## config.mk

```make
export PLATFORM = sky130hd
export DESIGN_NAME = video_request_scheduler_flat
export DESIGN_NICKNAME = d
export VERILOG_FILES = /design/src/rtl/video_request_scheduler_pkg.sv /design/src/rtl/video_request_scheduler_if.sv /design/src/rtl/video_request_scheduler_decoder.sv /design/src/rtl/video_request_scheduler.sv /design/src/flat_wrapper.sv
export SDC_FILE = /design/constraint.sdc
export NUM_CORES = 1
export LEC_CHECK = 0
export CORE_UTILIZATION = 47
export DETAILED_ROUTE_END_ITERATION = 7
export PLACE_DENSITY = 0.8
export SETUP_SLACK_MARGIN = 0.4
export SKIP_LAST_GASP = 1
export SLEW_MARGIN = 5
export SYNTH_ARGS = -nofsm -noshare
export SYNTH_HDL_FRONTEND = slang
export SYNTH_HIERARCHICAL = 1
export SYNTH_SLANG_ARGS = --single-unit
```

## constraint.sdc

```tcl
create_clock -name clock -period 3.1 [get_ports clock]
set_input_delay 0.31 -clock clock [delete_from_list [all_inputs] [get_ports clock]]
set_output_delay 0.31 -clock clock [all_outputs]
set_load 0.05 [all_outputs]
```

## src/rtl/video_request_scheduler_pkg.sv

```systemverilog
// Shared widths and FSM encoding for the video request scheduler.
package video_request_scheduler_pkg;

    localparam int HACTIVE_BITS   = 11;
    localparam int VACTIVE_BITS   = 11;
    localparam int CHUNKNUM_BITS  = 6;
    localparam int REQUEST_BITS   = VACTIVE_BITS + CHUNKNUM_BITS;
    localparam int BITS_PER_PIXEL = 16;
    localparam int PIXELS_BITS    = 6;

    typedef enum logic [2:0] {
        ST_IDLE   = 3'd0,
        ST_POP    = 3'd1,
        ST_DECODE = 3'd2,
        ST_ISSUE  = 3'd3,
        ST_STREAM = 3'd4
    } state_t;

endpackage

```

## src/rtl/video_request_scheduler_if.sv

```systemverilog
// Request FIFO, upstream request, pixel input and response FIFO signals.
interface video_request_scheduler_if;
    import video_request_scheduler_pkg::*;

    logic                      request_fifo_empty;
    logic                      request_fifo_read_enable;
    logic [REQUEST_BITS-1:0]   request_fifo_read_data;

    logic                      up_request_valid;
    logic                      up_request_ready;
    logic [VACTIVE_BITS-1:0]   up_request_line;
    logic [CHUNKNUM_BITS-1:0]  up_request_chunk;
    logic [PIXELS_BITS-1:0]    up_request_pixels;

    logic                      pixel_in_valid;
    logic                      pixel_in_ready;
    logic [BITS_PER_PIXEL-1:0] pixel_in_data;

    logic                      response_fifo_full;
    logic                      response_fifo_write_enable;
    logic [BITS_PER_PIXEL-1:0] response_fifo_write_data;

    // master is the scheduler, slave is the surrounding FIFOs/upstream
    modport master (
        input  request_fifo_empty, request_fifo_read_data,
        output request_fifo_read_enable,
        output up_request_valid, up_request_line, up_request_chunk, up_request_pixels,
        input  up_request_ready,
        input  pixel_in_valid, pixel_in_data,
        output pixel_in_ready,
        input  response_fifo_full,
        output response_fifo_write_enable, response_fifo_write_data
    );

    modport slave (
        output request_fifo_empty, request_fifo_read_data,
        input  request_fifo_read_enable,
        input  up_request_valid, up_request_line, up_request_chunk, up_request_pixels,
        output up_request_ready,
        output pixel_in_valid, pixel_in_data,
        input  pixel_in_ready,
        output response_fifo_full,
        input  response_fifo_write_enable, response_fifo_write_data
    );

endinterface

```

## src/rtl/video_request_scheduler_decoder.sv

```systemverilog
// Maps a chunk index and the active line width to a pixel count, flagging chunks past the line end.
module video_request_scheduler_decoder
    import video_request_scheduler_pkg::*;
#(
    parameter int CHUNK_BITS = 5
) (
    input  logic [CHUNKNUM_BITS-1:0] chunk,
    input  logic [HACTIVE_BITS-1:0]  h_active,
    output logic [PIXELS_BITS-1:0]   count,
    output logic                     invalid
);

    logic [HACTIVE_BITS-1:0] full_chunks;
    logic [HACTIVE_BITS-1:0] chunk_ext;
    logic [PIXELS_BITS-1:0]  rem_pixels;

    assign full_chunks = h_active >> CHUNK_BITS;
    assign chunk_ext   = HACTIVE_BITS'(chunk);
    assign rem_pixels  = PIXELS_BITS'(h_active[CHUNK_BITS-1:0]);

    always_comb begin
        count   = '0;
        invalid = 1'b0;
        if (chunk_ext < full_chunks) begin
            count = PIXELS_BITS'(1) << CHUNK_BITS;
        end else if ((chunk_ext == full_chunks) && (rem_pixels != '0)) begin
            count = rem_pixels;
        end else begin
            invalid = 1'b1;
        end
    end

endmodule

```

## src/rtl/video_request_scheduler.sv

```systemverilog
// Pops line/chunk requests, issues them upstream one at a time and streams the returned pixels
// into the response FIFO, with a no-progress watchdog and sticky error flags.
//
// state     | meaning
// ST_IDLE   | waiting for enable and a queued request; drains stray pixels
// ST_POP    | FIFO read data valid, capture line/chunk
// ST_DECODE | size the chunk from h_active, drop if past line end
// ST_ISSUE  | upstream request held until ready
// ST_STREAM | forward pixels until count reaches zero or watchdog expires
module video_request_scheduler
    import video_request_scheduler_pkg::*;
#(
    parameter int CHUNK_BITS   = 5,
    parameter int TIMEOUT_BITS = 10
) (
    input  logic                      clock,
    input  logic                      reset_n,
    input  logic                      enable,
    input  logic [HACTIVE_BITS-1:0]   h_active,
    input  logic                      clear_errors,
    video_request_scheduler_if.master bus,
    output logic                      busy,
    output logic                      timeout_error,
    output logic                      overflow_error,
    output logic                      bad_request_error
);

    localparam logic [TIMEOUT_BITS-1:0] WATCHDOG_LIMIT = '1;

    state_t                   state;
    logic [VACTIVE_BITS-1:0]  line_q;
    logic [CHUNKNUM_BITS-1:0] chunk_q;
    logic [PIXELS_BITS-1:0]   remaining;
    logic [TIMEOUT_BITS-1:0]  watchdog;
    logic [PIXELS_BITS-1:0]   decoded_count;
    logic                     decoded_invalid;
    logic                     streaming;
    logic                     pixel_accept;
    logic                     timeout_event;
    logic                     overflow_event;
    logic                     bad_event;

    video_request_scheduler_decoder #(
        .CHUNK_BITS (CHUNK_BITS)
    ) u_decoder (
        .chunk    (chunk_q),
        .h_active (h_active),
        .count    (decoded_count),
        .invalid  (decoded_invalid)
    );

    assign streaming = (state == ST_STREAM);
    assign busy      = (state != ST_IDLE);

    // Gated by reset so a request is never lost to a pop during the reset cycle.
    assign bus.request_fifo_read_enable = reset_n && (state == ST_IDLE) && enable
                                          && !bus.request_fifo_empty;

    assign bus.pixel_in_ready             = !streaming || !bus.response_fifo_full;
    assign pixel_accept                   = reset_n && streaming && bus.pixel_in_valid
                                            && !bus.response_fifo_full;
    assign bus.response_fifo_write_enable = pixel_accept;
    assign bus.response_fifo_write_data   = bus.pixel_in_data;

    // Watchdog counts down idle stream cycles; terminal count of one means the limit is reached.
    assign timeout_event  = streaming && !pixel_accept && (watchdog == TIMEOUT_BITS'(1));
    assign overflow_event = !streaming && bus.pixel_in_valid;
    assign bad_event      = (state == ST_DECODE) && decoded_invalid;

    always_ff @(posedge clock) begin
        if (!reset_n) begin
            state                 <= ST_IDLE;
            line_q                <= '0;
            chunk_q               <= '0;
            remaining             <= '0;
            watchdog              <= '0;
            bus.up_request_valid  <= 1'b0;
            bus.up_request_line   <= '0;
            bus.up_request_chunk  <= '0;
            bus.up_request_pixels <= '0;
            timeout_error         <= 1'b0;
            overflow_error        <= 1'b0;
            bad_request_error     <= 1'b0;
        end else begin
            timeout_error     <= (timeout_error && !clear_errors) || timeout_event;
            overflow_error    <= (overflow_error && !clear_errors) || overflow_event;
            bad_request_error <= (bad_request_error && !clear_errors) || bad_event;

            case (state)
                ST_IDLE: begin
                    if (bus.request_fifo_read_enable) begin
                        state <= ST_POP;
                    end
                end
                ST_POP: begin
                    line_q  <= bus.request_fifo_read_data[REQUEST_BITS-1:CHUNKNUM_BITS];
                    chunk_q <= bus.request_fifo_read_data[CHUNKNUM_BITS-1:0];
                    state   <= ST_DECODE;
                end
                ST_DECODE: begin
                    if (decoded_invalid) begin
                        state <= ST_IDLE;
                    end else begin
                        bus.up_request_valid  <= 1'b1;
                        bus.up_request_line   <= line_q;
                        bus.up_request_chunk  <= chunk_q;
                        bus.up_request_pixels <= decoded_count;
                        state                 <= ST_ISSUE;
                    end
                end
                ST_ISSUE: begin
                    if (bus.up_request_ready) begin
                        bus.up_request_valid <= 1'b0;
                        remaining            <= bus.up_request_pixels;
                        watchdog             <= WATCHDOG_LIMIT;
                        state                <= ST_STREAM;
                    end
                end
                ST_STREAM: begin
                    if (pixel_accept) begin
                        remaining <= remaining - PIXELS_BITS'(1);
                        watchdog  <= WATCHDOG_LIMIT;
                        if (remaining == PIXELS_BITS'(1)) begin
                            state <= ST_IDLE;
                        end
                    end else if (timeout_event) begin
                        state <= ST_IDLE;
                    end else begin
                        watchdog <= watchdog - TIMEOUT_BITS'(1);
                    end
                end
                default: state <= ST_IDLE;
            endcase
        end
    end

endmodule

```

## src/flat_wrapper.sv

```systemverilog
// flat-port wrapper written by rule: the top's interface ports become plain ports
module video_request_scheduler_flat import video_request_scheduler_pkg::*;
#(
    parameter int CHUNK_BITS   = 5,
    parameter int TIMEOUT_BITS = 10
)
  (clock, reset_n, enable, h_active, clear_errors, busy, timeout_error, overflow_error, bad_request_error, bus_request_fifo_empty, bus_request_fifo_read_data, bus_request_fifo_read_enable, bus_up_request_valid, bus_up_request_line, bus_up_request_chunk, bus_up_request_pixels, bus_up_request_ready, bus_pixel_in_valid, bus_pixel_in_data, bus_pixel_in_ready, bus_response_fifo_full, bus_response_fifo_write_enable, bus_response_fifo_write_data);
  video_request_scheduler_if bus_i ();
  input  logic clock;
  input  logic reset_n;
  input  logic enable;
  input  logic [HACTIVE_BITS-1:0] h_active;
  input  logic clear_errors;
  output logic busy;
  output logic timeout_error;
  output logic overflow_error;
  output logic bad_request_error;
  input wire logic [$bits(bus_i.request_fifo_empty)-1:0] bus_request_fifo_empty;
  input wire logic [$bits(bus_i.request_fifo_read_data)-1:0] bus_request_fifo_read_data;
  output wire logic [$bits(bus_i.request_fifo_read_enable)-1:0] bus_request_fifo_read_enable;
  output wire logic [$bits(bus_i.up_request_valid)-1:0] bus_up_request_valid;
  output wire logic [$bits(bus_i.up_request_line)-1:0] bus_up_request_line;
  output wire logic [$bits(bus_i.up_request_chunk)-1:0] bus_up_request_chunk;
  output wire logic [$bits(bus_i.up_request_pixels)-1:0] bus_up_request_pixels;
  input wire logic [$bits(bus_i.up_request_ready)-1:0] bus_up_request_ready;
  input wire logic [$bits(bus_i.pixel_in_valid)-1:0] bus_pixel_in_valid;
  input wire logic [$bits(bus_i.pixel_in_data)-1:0] bus_pixel_in_data;
  output wire logic [$bits(bus_i.pixel_in_ready)-1:0] bus_pixel_in_ready;
  input wire logic [$bits(bus_i.response_fifo_full)-1:0] bus_response_fifo_full;
  output wire logic [$bits(bus_i.response_fifo_write_enable)-1:0] bus_response_fifo_write_enable;
  output wire logic [$bits(bus_i.response_fifo_write_data)-1:0] bus_response_fifo_write_data;
  assign bus_i.request_fifo_empty = bus_request_fifo_empty;
  assign bus_i.request_fifo_read_data = bus_request_fifo_read_data;
  assign bus_request_fifo_read_enable = bus_i.request_fifo_read_enable;
  assign bus_up_request_valid = bus_i.up_request_valid;
  assign bus_up_request_line = bus_i.up_request_line;
  assign bus_up_request_chunk = bus_i.up_request_chunk;
  assign bus_up_request_pixels = bus_i.up_request_pixels;
  assign bus_i.up_request_ready = bus_up_request_ready;
  assign bus_i.pixel_in_valid = bus_pixel_in_valid;
  assign bus_i.pixel_in_data = bus_pixel_in_data;
  assign bus_pixel_in_ready = bus_i.pixel_in_ready;
  assign bus_i.response_fifo_full = bus_response_fifo_full;
  assign bus_response_fifo_write_enable = bus_i.response_fifo_write_enable;
  assign bus_response_fifo_write_data = bus_i.response_fifo_write_data;
  video_request_scheduler #(.CHUNK_BITS(CHUNK_BITS), .TIMEOUT_BITS(TIMEOUT_BITS)) u_core (.clock(clock), .reset_n(reset_n), .enable(enable), .h_active(h_active), .clear_errors(clear_errors), .bus(bus_i), .busy(busy), .timeout_error(timeout_error), .overflow_error(overflow_error), .bad_request_error(bad_request_error));
endmodule
```

==> metrics.txt, run 1 <==
Synth Net Count 469; fraction of registers with async set or reset after synthesis 0%; Least-Margin Pin Slew 0.654 ns; routability cong. 0.848; Critical Path Max Stage Delay 0.69 ns; wire length per cell 14.6 um; Vias 2939; Starting Density 49.6%; startpoint type of the worst setup path input port; CTS Buf Count 9; Sink Count 63; DRC viols 7; worst vdd rail ir drop 0.000349 V; Syn Area/Cell 7.87 um2; Max FO, Critical Path 23; final setup fails 0; post-route insts no fill 528; Clock Path Buffers 2; vias per inst 5.57; leading area contributor after synthesis dfxtp_1; Hold WC Path Type reg -> reg; delay-heaviest family, CP simple AND/OR/NAND/NOR gates; Hold-fix buffers, CTS 0; Tot Pwr 2.99 mW; Nets 509; FMAX 395 MHz; Primary FF master, synth dfxtp_1; status finished with violations; Tmin final 2.53 ns; # H-tree levels 3; Relative slew margins 56.4%; Seq/Total Area, Yosys 39.4%; CP bufs+invs 2; Post-synth EDFFs 0; layout cell share with drive strength beyond 1 7.54%; Clock Skew 0.00918 ns; CP max-delay cell or3_2; WP data required 3.29 ns; Worst Path Arrival 2.72 ns; drt first pass iters 7; pin count of the biggest net entering global routing 37; Setup Fix Bufs, Post-CTS 0; Total Routing Usage GR 22.1%; initial antenna violation count 0; Synth Cell Area 3200 um2; Slew Viols, Final 0; Die Y 84.6 um; Die X 84.6 um; GR Overflow Total 0; final setup TNS 0 ns; core region area 6460 um2; register bit total from synthesis 63; synth top area cells dfxtp_1, nand2_1, a21oi_1; Power Density 758 nW/um2; CP Class in -> reg; Synth top area share 39.4%; Layout area overhead 23.2%; CP cell instances clkdlybuf4s50_1, inv_1, ha_1, and4_1, o2111ai_1, a21boi_2, or3_2, nand2_1, a21oi_1; Leak 1.34 nW; Final WS setup 0.571 ns; die area 7150 um2; I/O pin total 99; final period utilization 81.6%; CTS tree done; maxcap violations 0; number of global-route vias before repair 2749; clk_lat worst skew 0.34 ns; Synth Instances 407; pre-CTS WS 0.171 ns; synth unique cells 54; port bufs 66; final core area utilization 61.1%; Root Buffer clkbuf_8; Critical Path End Type register; first-pass GRT wire length 12500 um; Ys Warns 6; failing checks DRC; drt initial violations 138; row cnt 29; hpwl dp 5390 um; number of antenna diodes 0; WL final 7730 um; placed cells 513; unrepaired setup endpoints after global routing no; final hold violation count 0; clock-pin slew on the worst setup and hold paths 0.07 ns; Final ANT Viol Nets 0
-- registers in the layout (all words and copies together) (netlist names) --
signal / flops
u_core/bus.up_request_valid: 1
u_core/bus.up_request_chunk: 6
u_core/line_q: 11
u_core/bus.up_request_line: 11
u_core/bad_request_error: 1
u_core/bus.up_request_pixels: 6
u_core/remaining: 6
u_core/chunk_q: 6
u_core/state: 3
u_core/overflow_error: 1
u_core/watchdog: 10
u_core/timeout_error: 1
-- final timing paths --
path,start,end,slack [ns],cells past startpoint
worst min-delay path,u_core/line_q[10],u_core/bus.up_request_line[10],0.45,2
worst max-delay path,h_active[10],u_core/bus.up_request_pixels[3],0.57,9
worst max register to register,u_core/chunk_q[5],u_core/bus.up_request_pixels[3],0.71,7
worst min register to register,u_core/line_q[10],u_core/bus.up_request_line[10],0.45,2
-- logic make-up after synthesis --
kind of cell / after synthesis / share of synthesized area, %
compound gates: 102 / 20.7
buf+inv: 61 / 9.96
mux: 3 / 1.52
simple gates: 168 / 24.6
fa+ha+maj: 10 / 3.91
flops: 63 / 39.4
-- final cells by class --
type                       instances  area (um2)
clock buffer                      10         128
clock inverter                     5        58.8
fill                             575        2510
inverter                          20        75.1
multi-input combinational        283        1640
sequential                        63        1260
tap                               77        96.3
timing repair buffer              70         693
-- layer usage --
metal,vias up,routed length [um],global-route usage [%]
met5,-,0,0
met4,0,91,8.17
met1,1363,3420,26.8
met2,98,3690,36.4
met3,10,520,7.37
li1,1468,-,-
-- what timing repair did --
action / in CTS / in global routing
setup endpoints to repair: 0 / 17
resized for setup: 0 / 3
hold endpoints to repair: 0 / 0
-- synth_stat cells (2+ instances only) --
master,count
buf_2,5
buf_6,3
a2111oi_0,3
nor2b_1,4
o21ai_0,5
o2111ai_1,2
or4_1,2
nand4_1,5
a211oi_1,10
inv_1,19
ha_1,10
a2111oi_2,2
a21oi_1,57
nand2b_1,2
nor2_1,25
a221oi_1,3
o211ai_1,3
a21o_1,6
nand3_1,5
nor4_1,3
and2_1,3
dfxtp_1,63
buf_4,16
clkbuf_1,16
o2111a_1,2
nor3_1,9
nand3b_1,4
nand2_1,94
-- power by group --
part	internal, mW	switching [mW]
Combinational	0.463	0.742
Sequential	0.949	0.150
Clock	0.368	0.319
Total	1.78	1.21
-- worst reg2reg max path: cells and delay by family (launching register included) --
family | cells | cell delay (ns)
AO/OA/AOI/OAI | 3 | 0.42
adder cells (fa/ha/maj) | 1 | 0.31
flip-flops | 1 | 0.33
AND/OR/NAND/NOR | 3 | 1.18
-- placed cells by master, fill, tap and decap left out, drive strengths merged, types with 5 or more instances in the layout --
cell type and instances:
a2111oi 6, a211oi 10, a21o 6, a21oi 57, clkbuf 10, clkdlybuf4s50 65, dfxtp 63, ha 10
inv 21, nand2 94, nand3 5, nand4 5, nor2 25, nor3 10, nor4 5, o21ai 5
-- stage by stage --
step	hold WS (ns)	cell area [um2]
final	0.452	3950
after global routing	0.474	3950
after CTS	0.457	3940
after detailed placement	0.446	3750
after global placement	0.437	3750
after floorplan	0.432	3200
Note: power is estimated with default switching activity, not from simulation.
==> run 2, diff against run 1 <==
clock period = 2.41 ns   (was 3.1 ns; I/O delays follow)
==> run 2 against run 1 <==
Against the previous run: the run still ends with DRC left; non-clock buffer count rose by 14; design area grew 7.8%; clock power rose by 53%; clock skew rose by 0.0017 ns; sequential power grew 30%; worst hold slack worse by 0.017 ns; via count increased by 5.3%; die area is the same.
==> metrics.txt, run 2 (synthesized netlist as in run 1, its figures left out) <==
commonest non-fill, non-tap cell in the layout nand2_1; Hold Crit Depth 3 (+1); CP Class reg -> reg; Total Routing Usage GR 22.7% (+0.69 points); combinational power share 42.0% (+1.7 points); worst r2r src u_core/chunk_q[5]; wire length per cell 15.8 um (+7.7%); Max FO, Critical Path 8 (-65%); WP data required 2.64 ns (-0.65 ns); Root Buffer clkbuf_8; Starting Density 49.6% (unchanged); CP cell instances ha_4, and4_4, o2111ai_2, a21boi_4, or3_4, buf_4, nand2_1, a21oi_1; Tot Pwr 4.27 mW (+43%); Final ANT Viol Nets 0 (unchanged); Die Y 84.6 um (unchanged); cells on worst reg2reg path 8 (+1); Vias 3095 (+5.3%); Pint 2.56 mW (+44%); Regs by FF count u_core/bus.up_request_line (11), u_core/line_q (11), u_core/watchdog (10); Critical Path Max Stage Delay 0.42 ns (-0.27 ns); Flop pwr share 33.4% (-3.4 points); number of global-route vias before repair 2937 (+6.8%); GR Overflow Total 0 (unchanged); unrepaired setup endpoints after global routing no; hpwl dp 5620 um (+4.3%); Layout area overhead 32.9%; I/O pin total 99 (unchanged); drt first pass iters 6 (-1); final hold violation count 0 (unchanged); WL final 8560 um (+11%); DRC viols 5 (-2); clk_lat worst skew 0.35 ns (about the same); Clock Skew 0.0109 ns (+0.00172 ns); CTS Buf Count 9 (unchanged); reg-to-reg endpoint u_core/bus.up_request_pixels[4]; vias per inst 5.70 (+2.4%); CP max-delay cell or3_4; maxcap violations 0 (unchanged); Least-Margin Pin Slew 0.661 ns (+0.00694 ns); first-pass GRT wire length 13100 um (+5.0%); Power Density 1000 nW/um2 (+32%); core region area 6460 um2 (unchanged); final setup fails 0 (unchanged); Psw 1.71 mW (+41%); CTS tree done; Worst Path Arrival 2.23 ns (-0.49 ns); Hold WC Path Type in -> reg; Relative slew margins 56.0% (-0.40 points); Die X 84.6 um (unchanged); min-delay src bus_request_fifo_read_data[3]; Critical Path End Type register; pin count of the biggest net entering global routing 27 (-27%); layout cell share with drive strength beyond 1 16.3% (+8.8 points); Sink Count 63 (unchanged); worst vdd rail ir drop 0.000640 V (+83%); row cnt 29 (unchanged); die area 7150 um2 (unchanged); placed cell areas 3830 um2 (+2.0%); final setup TNS 0 ns (unchanged); number of antenna diodes 0 (unchanged); final period utilization 82.8%; Hold-fix buffers, CTS 0 (unchanged); Nets 523 (+2.8%); FMAX 501 MHz; power share of the clock group 24.7% (+1.7 points); Slew Viols, Final 0 (unchanged); port bufs 66 (unchanged); most frequent cells in the layout nand2_1, clkdlybuf4s50_1, dfxtp_1; Clock Path Buffers 2 (unchanged); post-route design area 4260 um2 (+7.8%); critical path launch point u_core/chunk_q[5]; initial antenna violation count 0 (unchanged); end of the worst hold path u_core/chunk_q[3]; status finished with violations; startpoint type of the worst setup path register; Tmin final 2.00 ns; # H-tree levels 3 (unchanged); R2R Setup Slk 0.41 ns (-0.30 ns); Hold WS 0.435 ns (-0.0172 ns); Leak 1.49 nW (+11%); drt initial violations 123 (-11%); Switching Share 40.1% (-0.39 points); failing checks DRC; routability cong. 0.847 (-0.12%); clock-pin slew on the worst setup and hold paths 0.08 ns (about the same)
==> run 2: cell count changes in the layout (fill, tap and decap cells not counted), moves of 3 or more <==
cell,before,now
ha_4,0,4
inv_2,1,4
a21oi_1,57,54
clkinv_4,0,3
ha_1,10,6
a21oi_2,0,3
buf_4,4,16
dlymetal6s2s_1,1,4
inv_1,19,16
dfxtp_1,63,58
clkdlybuf4s50_1,65,58
dfxtp_2,0,5
==> run 2: how the worst max path moves through the flow <==
stage	end	slack (ns)
3_5_place_dp	u_core/state[1]	-0.09
4_1_cts	u_core/bus.up_request_pixels[4]	0.39
2_1_floorplan	u_core/bus.up_request_chunk[0]	0.40
6_report	u_core/bus.up_request_pixels[4]	0.41
3_3_place_gp	u_core/state[1]	0.06
5_1_grt	u_core/watchdog[6]	0.32
==> run 2: power by group through the flow <==
stage | Clock [mW] | Combinational (mW) | Sequential (mW)
after floorplan | 0 | 1.24 | 1.45
after global placement | 0 | 1.55 | 1.41
after detailed placement | 0 | 1.59 | 1.42
after CTS | 1.07 | 1.61 | 1.40
after global routing | 1.12 | 1.95 | 1.45
final | 1.05 | 1.79 | 1.43
==> run 2: layer usage <==
metal  share of wire, %  up-vias  GRT usage [%]  wire (um)
met2                 50      125           39.3       4300
met5                  0        -              0          0
met1                 41     1454           26.5       3490
met4                1.6        0           10.6        138
met3                7.5       17           5.60        641
li1                   -     1499              -          -
==> run 2: repair_timing <==
action,4_1_cts,5_1_grt
gates resized for setup,8,34
pin swaps,0,5
setup endpoints to repair,20,35
gates cloned,0,2
setup buffers,0,5
==> run 2: cell type report <==
type / count / area, um2
Timing Repair Buffer: 84 / 835
Clock inverter: 7 / 104
Clock buffer: 9 / 124
Multi-Input combinational cell: 283 / 1760
Sequential cell: 63 / 1270
Inverter: 20 / 75.1
Fill cell: 563 / 2200
Tap cell: 77 / 96.3
==> run 2: worst max-delay path, delay by kind of cell (launching register included) <==
kind	cells	cell delay, ns
AOI/OAI and AO/OA	3	0.32
and+or+nand+nor	3	0.74
adders and majority gates	1	0.28
DFF	1	0.35
buffers and inverters	1	0.18
==> run 2: through the flow <==
step,util (%),setup slack (ns),instances
6_report,65.9,0.414,543
5_1_grt,65.9,0.320,543
4_1_cts,63.1,0.391,536
3_5_place_dp,59.2,-0.0916,520
3_3_place_gp,59.2,0.0589,520
2_1_floorplan,-,0.396,407
==> run 3, diff against run 2 <==
clock period = 2 ns   (was 2.41 ns; I/O delays follow)
==> run 3 against run 2 <==
Against the previous run: the flow still finishes with violations (DRC); design area grew 14%; die area is the same; routed wire length is 15% higher; setup slack worse by 0.40 ns; utilization up 9.3 points; global-route usage up 3.8 points; maximum frequency rose by 0.53%; sequential share of layout area fell by 3.4 points; clock power about the same; clock-buffer cell count is the same; register-to-register slack got worse by 0.40 ns; via count is 8.6% higher; critical path type unchanged; critical endpoint is now u_core/state[0]; highest routed layer unchanged.
==> metrics.txt, run 3 (synthesized netlist as in run 1, its figures left out) <==
worst vdd rail ir drop 0.000661 V (+3.3%); most frequent cells in the layout nand2_1, dfxtp_1, a21oi_1; GR Util met2 45.3% (+6.0 points); maxcap violations 0 (unchanged); Root Buffer clkbuf_8; Critical Path End Type register; unrepaired setup endpoints after global routing yes; Final ANT Viol Nets 0 (unchanged); CP endpoint u_core/state[0]; Psw 2.46 mW (+43%); final setup TNS 0 ns (unchanged); GR Overflow Total 0 (unchanged); Switching Share 42.6% (+2.5 points); Worst Path Arrival 2.20 ns (-0.03 ns); clk_lat worst skew 0.35 ns (about the same); Layout area overhead 51.6%; Die Y 84.6 um (unchanged); vias per inst 5.78 (+1.5%); row cnt 29 (unchanged); WP data required 2.22 ns (-0.42 ns); Power Density 1190 nW/um2 (+18%); Pint 3.31 mW (+29%); reg-to-reg endpoint u_core/state[0]; Hold-fix buffers, CTS 0 (unchanged); drt initial violations 161 (+31%); Clock Skew 0.0119 ns (+0.000999 ns); failing checks DRC; Fill cells 446 (-21%); Vias 3360 (+8.6%); drt first pass iters 7 (+1); final core area utilization 75.2% (+9.3 points); WL final 9810 um (+15%); Tot Pwr 5.77 mW (+35%); Hold Crit Depth 4 (+1); Starting Density 49.6% (unchanged); combinational power share 51.4% (+9.4 points); DRC viols 5 (unchanged); R2R Setup Slk 0.01 ns (-0.40 ns); Flop pwr share 30.7% (-2.7 points); die area 7150 um2 (unchanged); Die X 84.6 um (unchanged); hpwl dp 5920 um (+5.4%); routability cong. 0.852 (+0.63%); busiest grt layer met2; number of antenna diodes 0 (unchanged); Regs by FF count u_core/bus.up_request_line (11), u_core/line_q (11), u_core/watchdog (10); Hold WC Path Type in -> reg; grt met3 use 5.31% (-0.29 points); wire length per cell 16.9 um (+7.0%); startpoint type of the worst setup path register; initial antenna violation count 0 (unchanged); FMAX 504 MHz (+0.53%); Sink Count 63 (unchanged); final hold violation count 0 (unchanged); Leak 1.85 nW (+24%); layout cell share with drive strength beyond 1 31.3% (+15 points); Total Routing Usage GR 26.6% (+3.8 points); I/O pin total 99 (unchanged); Nets 561 (+7.3%); CP Class reg -> reg; power share of the clock group 17.8% (-6.9 points); Slew Viols, Final 0 (unchanged); CTS tree done; Hold WS 0.287 ns (-0.148 ns); Relative slew margins 65.1% (+9.1 points); final setup fails 0 (unchanged); clock-pin slew on the worst setup and hold paths 0.08 ns (about the same); Tmin final 1.99 ns (-0.0105 ns); Least-Margin Pin Slew 0.520 ns (-0.141 ns); cells on worst reg2reg path 8 (unchanged); commonest non-fill, non-tap cell in the layout nand2_1; port bufs 66 (unchanged); status finished with violations; Clock Path Buffers 2 (unchanged); core region area 6460 um2 (unchanged); final period utilization 99.3% (+16 points); CTS Buf Count 9 (unchanged); first-pass GRT wire length 15000 um (+14%); number of global-route vias before repair 3211 (+9.3%); met1 usage 31.9% (+5.4 points); Max FO, Critical Path 3 (-5); worst r2r src u_core/chunk_q[5]; pin count of the biggest net entering global routing 23 (-15%); # H-tree levels 3 (unchanged); critical path launch point u_core/chunk_q[5]
==> run 3: cell types whose count changed in the layout (fill, tap and decap cells not counted), sizes merged <==
cell,change
dlygate4sd2,+27
clkinvlp,+2
dlymetal6s2s,-1
buf,+39
mux2,+1
bufinv,-2
clkdlybuf4s50,-28
==> run 3: worst min path at each step <==
stage,startpoint,to,slack [ns]
after CTS,bus_request_fifo_read_data[2],u_core/chunk_q[2],0.38
after detailed placement,bus_pixel_in_data[14],bus_response_fifo_write_data[14],0.40
after floorplan,bus_request_fifo_read_data[3],u_core/chunk_q[3],0.33
after global placement,bus_pixel_in_data[14],bus_response_fifo_write_data[14],0.40
final,reset_n,u_core/watchdog[7],0.29
after global routing,reset_n,u_core/watchdog[7],0.31
==> run 3: worst max-delay path, cell delays in order (launching register included) <==
cell,delay (ns)
dfxtp_4,0.37
ha_4,0.27
and4_4,0.23
a21bo_4,0.24
a21boi_4,0.19
nor3_4,0.08
buf_6,0.13
a2111oi_4,0.22
a221oi_1,0.13
==> run 3: through the flow <==
step                setup slack (ns)  cells  cell area, um2
finish                        0.0140    581            4860
global route                 -0.0345    581            4860
CTS                           0.0498    575            4600
detailed placement            -0.370    541            4140
global placement              -0.289    541            4140
floorplan                     0.0246    407            3360
==> run 3: final cells by class <==
| type | count | area, um2 | area share [%] |
|---|---|---|---|
| Sequential cell | 63 | 1280 | 26.4 |
| Timing Repair Buffer | 121 | 1180 | 24.3 |
| Inverter | 20 | 75.1 | 1.55 |
| Clock buffer | 9 | 124 | 2.55 |
| Tap cell | 77 | 96.3 | 1.98 |
| Multi-Input combinational cell | 284 | 2040 | 42.0 |
| Clock inverter | 7 | 57.6 | 1.19 |
==> run 3: timing repair <==
item                                    4_1_cts  5_1_grt
endpoints found under the setup margin       74       47
gates resized for setup                      74       61
setup buffers                                15        6
pin swaps                                     6       24
cloned                                        3        0
==> run 3: metal layers <==
layer | share of wire [%] | up-vias
met5 | 0 | -
met4 | 3.0 | 0
met3 | 6.0 | 35
met2 | 50 | 140
met1 | 41 | 1605
li1 | - | 1580
==> run 3: power groups by stage <==
stage	Combinational (mW)	Clock, mW	Sequential, mW
after global placement	2.11	0	1.72
after CTS	2.59	1.03	1.74
final	2.97	1.03	1.77
after floorplan	1.60	0	1.76
after global routing	3.15	1.10	1.79
after detailed placement	2.17	0	1.73
